**src/rtl/iomem_timer_pkg.sv**
```systemverilog
// rtl/iomem_timer_pkg.sv - register map and field indices for the iomem timer
package iomem_timer_pkg;

   localparam logic [7:0] OFS_CTRL    = 8'h00;
   localparam logic [7:0] OFS_PRESC   = 8'h04;
   localparam logic [7:0] OFS_COMPARE = 8'h08;
   localparam logic [7:0] OFS_COUNT   = 8'h0C;
   localparam logic [7:0] OFS_STATUS  = 8'h10;

   localparam int CTRL_EN       = 0;
   localparam int CTRL_PERIODIC = 1;
   localparam int CTRL_IRQ_EN   = 2;

   localparam int STATUS_MATCH  = 0;

   // Replace only the byte lanes selected by the write strobes.
   function automatic logic [31:0] merge_bytes(input logic [31:0] i_old,
                                               input logic [31:0] i_wdata,
                                               input logic [3:0]  i_wstrb);
      logic [31:0] w_out;
      w_out = i_old;
      for (int n = 0; n < 4; n++) begin
         if (i_wstrb[n]) w_out[8*n +: 8] = i_wdata[8*n +: 8];
      end
      return w_out;
   endfunction

endpackage

```
**src/rtl/iomem_timer_presc.sv**
```systemverilog
// rtl/iomem_timer_presc.sv - prescale counter producing a tick every PRESC+1 enabled cycles
module iomem_timer_presc
   import iomem_timer_pkg::*;
(
   input  logic        clk,
   input  logic        resetn,
   input  logic        i_en,
   input  logic [31:0] i_presc,
   input  logic        i_clr,
   output logic        o_tick
);

   logic [31:0] r_pcnt;

   assign o_tick = i_en & (r_pcnt == i_presc);

   always_ff @(posedge clk or negedge resetn) begin
      if (!resetn) begin
         r_pcnt <= '0;
      end else if (!i_en || i_clr || o_tick) begin
         r_pcnt <= '0;
      end else begin
         r_pcnt <= r_pcnt + 32'd1;
      end
   end

endmodule

```
**src/rtl/iomem_timer.sv**
```systemverilog
// rtl/iomem_timer.sv - iomem-mapped timer/compare peripheral with level interrupt
module iomem_timer
   import iomem_timer_pkg::*;
#(
   parameter logic [31:0] BASE_ADDR   = 32'h0300_0000,
   parameter logic [31:0] PRESC_RESET = 32'd0
) (
   input  logic        clk,
   input  logic        resetn,
   input  logic        iomem_valid,
   output logic        iomem_ready,
   input  logic [3:0]  iomem_wstrb,
   input  logic [31:0] iomem_addr,
   input  logic [31:0] iomem_wdata,
   output logic [31:0] iomem_rdata,
   output logic        irq
);

   logic        r_ready;
   logic [31:0] r_rdata;
   logic        r_en, r_periodic, r_irq_en, r_match;
   logic [31:0] r_presc, r_compare, r_count;

   logic        w_sel, w_commit, w_wr;
   logic        w_wr_ctrl, w_wr_presc, w_wr_compare, w_wr_count, w_w1c;
   logic        w_tick, w_hit_cmp, w_clr;
   logic [7:0]  w_ofs;
   logic [31:0] w_rd_val;

   assign w_sel    = iomem_valid & (iomem_addr[31:8] == BASE_ADDR[31:8]);
   // Access commits on the edge that raises ready; the held valid is ignored the cycle after.
   assign w_commit = w_sel & ~r_ready;
   assign w_wr     = w_commit & (|iomem_wstrb);
   assign w_ofs    = iomem_addr[7:0];

   assign w_wr_ctrl    = w_wr & (w_ofs == OFS_CTRL) & iomem_wstrb[0];
   assign w_wr_presc   = w_wr & (w_ofs == OFS_PRESC);
   assign w_wr_compare = w_wr & (w_ofs == OFS_COMPARE);
   assign w_wr_count   = w_wr & (w_ofs == OFS_COUNT);
   assign w_w1c        = w_wr & (w_ofs == OFS_STATUS) & iomem_wstrb[0] & iomem_wdata[STATUS_MATCH];

   assign w_hit_cmp = w_tick & (r_count == r_compare);
   assign w_clr     = w_wr_count | (w_wr_ctrl & iomem_wdata[CTRL_EN] & ~r_en);

   iomem_timer_presc u_presc (
      .clk     (clk),
      .resetn  (resetn),
      .i_en    (r_en),
      .i_presc (r_presc),
      .i_clr   (w_clr),
      .o_tick  (w_tick)
   );

   always_comb begin
      w_rd_val = '0;
      case (w_ofs)
         OFS_CTRL: begin
            w_rd_val[CTRL_EN]       = r_en;
            w_rd_val[CTRL_PERIODIC] = r_periodic;
            w_rd_val[CTRL_IRQ_EN]   = r_irq_en;
         end
         OFS_PRESC:   w_rd_val = r_presc;
         OFS_COMPARE: w_rd_val = r_compare;
         OFS_COUNT:   w_rd_val = r_count;
         OFS_STATUS:  w_rd_val[STATUS_MATCH] = r_match;
         default:     w_rd_val = '0;
      endcase
   end

   always_ff @(posedge clk or negedge resetn) begin
      if (!resetn) begin
         r_ready    <= 1'b0;
         r_rdata    <= '0;
         r_en       <= 1'b0;
         r_periodic <= 1'b0;
         r_irq_en   <= 1'b0;
         r_match    <= 1'b0;
         r_presc    <= PRESC_RESET;
         r_compare  <= 32'hFFFF_FFFF;
         r_count    <= '0;
      end else begin
         r_ready <= w_commit;
         if (w_commit) r_rdata <= w_rd_val;

         // A bus write to CTRL overrides the one-shot auto-disable.
         if (w_wr_ctrl) begin
            r_en       <= iomem_wdata[CTRL_EN];
            r_periodic <= iomem_wdata[CTRL_PERIODIC];
            r_irq_en   <= iomem_wdata[CTRL_IRQ_EN];
         end else if (w_hit_cmp && !r_periodic) begin
            r_en <= 1'b0;
         end

         if (w_wr_presc)   r_presc   <= merge_bytes(r_presc, iomem_wdata, iomem_wstrb);
         if (w_wr_compare) r_compare <= merge_bytes(r_compare, iomem_wdata, iomem_wstrb);

         if (w_wr_count) begin
            r_count <= merge_bytes(r_count, iomem_wdata, iomem_wstrb);
         end else if (w_tick) begin
            if (!w_hit_cmp)     r_count <= r_count + 32'd1;
            else if (r_periodic) r_count <= '0;
         end

         if (w_hit_cmp)  r_match <= 1'b1;
         else if (w_w1c) r_match <= 1'b0;
      end
   end

   assign iomem_ready = r_ready;
   assign iomem_rdata = r_rdata;
   assign irq         = r_match & r_irq_en;

endmodule

```
**config.mk**
```make
export PLATFORM = sky130hd
export DESIGN_NAME = iomem_timer
export DESIGN_NICKNAME = d
export VERILOG_FILES = /design/src/rtl/iomem_timer_pkg.sv /design/src/rtl/iomem_timer_presc.sv /design/src/rtl/iomem_timer.sv
export SDC_FILE = /design/constraint.sdc
export NUM_CORES = 1
export LEC_CHECK = 0
export ABC_AREA = 1
export CORE_MARGIN = 5
export CORE_UTILIZATION = 41
export DETAILED_ROUTE_END_ITERATION = 10
export GPL_TIMING_DRIVEN = 0
export PLACE_DENSITY = 0.71
export SETUP_SLACK_MARGIN = 0.05
export SLEW_MARGIN = 40
export SYNTH_ARGS = -nofsm -noshare
export SYNTH_HDL_FRONTEND = slang
export SYNTH_SLANG_ARGS = --single-unit
export TNS_END_PERCENT = 1
```
**constraint.sdc**
```tcl
create_clock -name clk -period 5.4 [get_ports clk]
set_input_delay 0.54 -clock clk [delete_from_list [all_inputs] [get_ports clk]]
set_output_delay 0.54 -clock clk [all_outputs]
set_load 0.005 [all_outputs]
```
Word level (Yosys, flattened, before mapping)
Index checks and enable logic that the tools add are counted.
{"block": "word_totals", "elab_cells": 90, "output_inout_bits": 34, "in_bits": 71, "regBits": 165}
{"block": "classes", "n_reduce_logical": 22, "n_addsub": 2, "bitwise_logic": 19, "mux": 16, "eq_ne": 12}
{"op": "2-to-1 mux 32 bit", "n": 5}
{"op": "one-hot mux 29 bit (3 select lines)", "n": 1}
{"op": "adder 32 x 1 -> 32 bit (second input constant)", "n": 2}
{"op": "equality test 32 bit", "n": 2}
{"op": "2-to-1 mux 8 bit", "n": 4}
{"op": "equality test 24 x 18 -> 1 bit (second input constant)", "n": 1}
{"op": "AND 1 bit", "n": 16}
{"op": "equality test 8 x 4 -> 1 bit (second input constant)", "n": 2}
{"op": "AND reduction 2 bit", "n": 8}
{"op": "AND reduction 3 bit", "n": 4}
{"op": "equality test 8 x 3 -> 1 bit (second input constant)", "n": 1}
{"op": "equality test 8 x 5 -> 1 bit (second input constant)", "n": 1}
{"op": "zero test 8 bit", "n": 1}
{"op": "inequality test 2 bit (second input constant)", "n": 4}
{"op": "one-hot mux 2 bit (4 select lines)", "n": 1}
{"op": "nonzero test 2 bit", "n": 3}
{"op": "one-hot mux 1 bit (5 select lines)", "n": 1}
{"op": "2-to-1 mux 1 bit", "n": 4}
{"op": "OR reduction 4 bit", "n": 1}
{"op": "inequality test 3 bit (second input constant)", "n": 1}
{"op": "zero test 1 bit", "n": 2}
{"op": "logical OR 1 bit", "n": 2}
{"op": "NOT 1 bit", "n": 2}
{"op": "logical AND 1 bit", "n": 1}
{"op": "bitwise OR 1 bit", "n": 1}

Logic depth before layout (Yosys ltp)
{"block": "logic_depth", "depth_word": 12, "mapped_depth": 16, "mapped_depth_nobuf": 15}

By module
Synthesis repeated with hierarchy kept, for this count alone.
{"block": "hier_totals", "hier_cells": 1607, "area_unflattened_um2": 11004.3}
{"mod": "iomem_timer", "seq_area_each_um2": 3368.2, "cells_each": 1184, "n_inst": 1, "area_per_inst_um2": 8379.3}
{"mod": "iomem_timer_presc", "seq_area_each_um2": 800.8, "cells_each": 423, "n_inst": 1, "area_per_inst_um2": 2625.0}

Worst setup path after synthesis
Ideal clock, no wire load.
{"block": "synth_timing", "path_type": "input -> register", "start": "input port iomem_addr[9]", "end": "register r_count[11]", "n_path_buf": 1, "setup_slack_ns": 3.508, "t_arrival_ns": 1.775, "path_stages": 13, "required_ns": 5.283, "setup_ns": 0.117, "cell_sequence": "nor2_1 > nand2_1 > nor2_1 > nand2_1 > nor2_1 > nand4_1 > nor2_2 > buf_2 > nand2_1 > o21ai_0 > nand2_2 > nand2_1 > nand2_1"}
{"block": "synth_between", "elab_chain_cells": 7, "word_cells_on_any_way": 10, "cone_classes": "3 x eq/ne; 1 x mux; 4 x bitwise; 2 x reduce/logical"}
{"element": "start, declared", "line": "iomem_timer.sv:13", "text": "input logic [31:0] iomem_addr,"}
{"element": "equality test 24 x 18 -> 1 bit *", "line": "iomem_timer.sv:30", "text": "assign w_sel = iomem_valid & (iomem_addr[31:8] == BASE_ADDR[31:8]);"}
{"element": "AND 1 bit *", "line": "iomem_timer.sv:30"}
{"element": "AND 1 bit *", "line": "iomem_timer.sv:32", "text": "assign w_commit = w_sel & ~r_ready;"}
{"element": "AND 1 bit *", "line": "iomem_timer.sv:33", "text": "assign w_wr = w_commit & (|iomem_wstrb);"}
{"element": "AND 1 bit *", "line": "iomem_timer.sv:39", "text": "assign w_wr_count = w_wr & (w_ofs == OFS_COUNT);"}
{"element": "inequality test 3 bit (no source line), or another cell as far along"}
{"element": "AND reduction 3 bit (no source line)"}
{"element": "end signal, assigned", "line": "iomem_timer.sv:98", "text": "r_count <= merge_bytes(r_count, iomem_wdata, iomem_wstrb);"}
{"element": "end signal, assigned", "line": "iomem_timer.sv:100", "text": "if (!w_hit_cmp) r_count <= r_count + 32'd1;"}
{"element": "end, declared", "line": "iomem_timer.sv:22", "text": "logic [31:0] r_presc, r_compare, r_count;"}
Mark *: on every way between the ends. The rest lies on a longest branch, timed or not.
A chain may end at the register's enable or synchronous reset.

Worst setup path after layout
{"block": "layout_timing", "start": "input port iomem_wstrb[0]", "end": "register r_count[26]"}
{"block": "layout_between", "elab_chain_cells": 5, "word_cells_on_any_way": 8, "cone_classes": "2 x eq/ne; 1 x mux; 2 x bitwise; 3 x reduce/logical"}
{"element": "start, declared", "line": "iomem_timer.sv:12", "text": "input logic [3:0] iomem_wstrb,"}
{"element": "OR reduction 4 bit *", "line": "iomem_timer.sv:33"}
{"element": "AND 1 bit *", "line": "iomem_timer.sv:33"}
{"element": "AND 1 bit *", "line": "iomem_timer.sv:39"}
{"element": "inequality test 3 bit (no source line), or another cell as far along"}
{"element": "AND reduction 3 bit (no source line)"}
Marked as above.

==> impl_metrics.toml <==
[run_status]
status = "complete, no violations"

[power]
powerDensity_mw_per_mm2 = 196.7
p_leak_uw = 0.006655
irDropWorstVdd_mv = 0.2240

[floorplan]
die_y_um = 176.1
num_io_pins = 105
core_mm2 = 0.02703
initial_core_util = 0.4183
die_width_um = 176.1
design.die.area_mm2 = 0.03099
num_rows = 60

[min_path]
hold_path.class = "reg -> reg"
hold_depth = 2

[clocking]
clock_sinks = 165
max-clock-path-buffers = 2
cts_buffers = 17
htree_levels = 4
root_buffer = "clkbuf_16"
clock_latency_ps = 440
cts_tree = "built"
path_clk_slew_ps = 70

[critical_path]
startpoint_type = "input pin"
cp_slowest_cell = "clkdlybuf4s50_1"
path_cells = "clkdlybuf4s50_1 > inv_1 > nand4_1 > nand4_1 > buf_2 > buf_1 > nand3_1 > nand2_1 > nand2_1 > nand2_1"
crit_arrival_ps = 3250
end_kind = "flop"
critical_path.max_fanout = 10
criticalPathCategory = "in -> reg"
crit_path_max_incr_delay_ps = 560
reg2reg_depth = 11
required_ps = 5780
critPathMostFrequentCell = "nand2_1"

[timing]
min_period_ps = 2874
hold_slack_ps = 477.1
final.setup.tns_ps = 0
clock_skew_ps = 14.65
rsz0062_at_grt = "false"
hold_violations = 0
maxSlewHeadroom = 0.4884
fmax_mhz = 347.9
finalMaxSlewViolations = 0
setup_violations = 0
worst-slew-pin-transition_ps = 761.5
fin_crit_sh = 0.5323

[drt]
via_per_inst = 5.198
drtPass1Iterations = 6
drt_iter0_markers = 1381
route.detailed.wl_per_inst_um = 17.45
drc_errors = 0
vias = 11760
ant_nets = 0
wirelength_um = 39480

[grt]
grt_usage = 0.2537
grt-ovfl-total = 0
grt_max_degree = 71
first_global_vias = 11050
antenna_found_initial = 0
grt_first_pass_wirelength_um = 61240

[synth]
yosys_register_bits = 165
synth_edf_count = 0
ys_seq_area_frac = 0.3688
synth-adder-area-share = 0.002214
syn_inst = 1783
syn-num-nets = 1856
synth_top_area_cell = "dfrtp_1"
synth_top_cell_area_share = 0.2944
async_flop_share = 1.000
synthTopCellsByCount = "nand2_1 (697), inv_1 (244), nor2_1 (210)"
synthMuxAreaShare = 0
synth_warnings = 0
syn_area_mm2 = 0.01130
synth-xor-area-share = 0.04106
synth.area.top_cells = "dfrtp_1 (29%), nand2_1 (23%), inv_1 (8.1%), dfstp_2 (7.4%), nor2_1 (7.0%)"
synth_cell_type_count = 39
synth_most_common_cell = "nand2_1"
syn_avg_cell_area_um2 = 6.340
synth_simple_gate_area_share = 0.3904
synth_top_family_by_area = "simple AND/OR/NAND/NOR gates"
synthFlopType = "dfrtp_1"
synth_compound_area_frac = 0.08600

[placement]
hpwl_um = 31660
port_buffers = 104
globalplace.congestion = 1.051

[final_layout]
n_antenna_cell = 0
fillCellCount = 2705
regArea_mm2 = 0.004169
synthToLayoutAreaGrowth_pct = 18.90
layout.nets = 1982
multi_input_area_mm2 = 0.005874
drive_gt1_frac = 0.07440

[job]
drv_cap = 0
==> power by group <==
group          leakage [uW]  internal, uW  switching (uW)
Combinational       0.00418          55.2            72.2
Sequential          0.00218          1240       0.0000145
Clock              0.000291           717             563
Total               0.00665          2010             636
==> worst paths after layout <==
kind / startpoint / slack [ps] / to
hold / removal: iomem_rdata[2] / 480 / iomem_rdata[2]
setup / recovery: iomem_wstrb[0] / 2530 / r_count[26]
max in group asynchronous: resetn / 4150 / r_compare[11]
hold reg to reg: iomem_rdata[2] / 480 / iomem_rdata[2]
setup reg to reg: r_count[11] / 3000 / r_count[31]
min in group asynchronous: resetn / 550 / u_presc.r_pcnt[28]
==> critical path, delay by kind of cell <==
family,cells,cell delay [ps]
buf+inv,4,1670
simple gates,6,1040
==> final cells by class <==
class	count	share of cell area
sequential	165	0.3102
multi-input combinational	1314	0.4370
timing repair buffer	107	0.08266
tap	341	0.03174
inverter	255	0.07121
buffer	49	0.02262
clock inverter	12	0.01061
clock buffer	20	0.03398
==> through the flow <==
stage	worst slack, ps	power [uW]	cells	area [um^2]	utilization
3_3_place_gp	-3140	1378	2228	12770	0.4726
5_1_grt	2491	2713	2263	13440	0.4974
4_1_cts	2624	2651	2263	13440	0.4974
2_1_floorplan	3508	1277	1783	11300	-
6_report	2526	2644	2263	13440	0.4974
3_5_place_dp	2165	1384	2230	12830	0.4748
==> repair_timing <==
item / CTS / global route
hold buffers: 1 / 0
buffers inserted: 0 / 0
gates resized for setup: 0 / 0
hold endpoints to repair: 31 / 0
==> registers in the layout, indices dropped and copies added (netlist names) <==
name            cells
r_periodic          1
u_presc.r_pcnt     32
r_en                1
r_match             1
iomem_ready         1
r_count            32
r_presc            32
r_compare          32
iomem_rdata        32
r_irq_en            1
==> placed cells by master, fill, tap and decap left out, types with 17 or more instances in the layout <==
master / count
o22ai_1: 31
dfstp_2: 32
nand2_1: 697
nand3_1: 69
o21ai_1: 64
o21ai_0: 45
dfrtp_1: 133
nand4_1: 23
nor2_1: 210
clkdlybuf4s50_1: 103
clkbuf_16: 17
buf_2: 20
xor2_1: 37
nor3_1: 34
inv_1: 244
a21oi_1: 35
==> metal layers <==
layer / up-vias / GRT usage / routed length [um] / share of wire
li1: 5774 / - / - / -
met1: 5450 / 0.3531 / 17310 / 0.44
met2: 473 / 0.4097 / 18130 / 0.46
met3: 66 / 0.04283 / 3076 / 0.078
met4: 0 / 0.06985 / 969 / 0.025
met5: - / 0 / 0 / 0
==> logic make-up after synthesis <==
logic type,count (synthesis)
compound gates,182
xor+xnor,53
fa+ha+maj,2
buf+inv,304
flops,165
simple gates,1077
(Power assumes the default switching activity.)
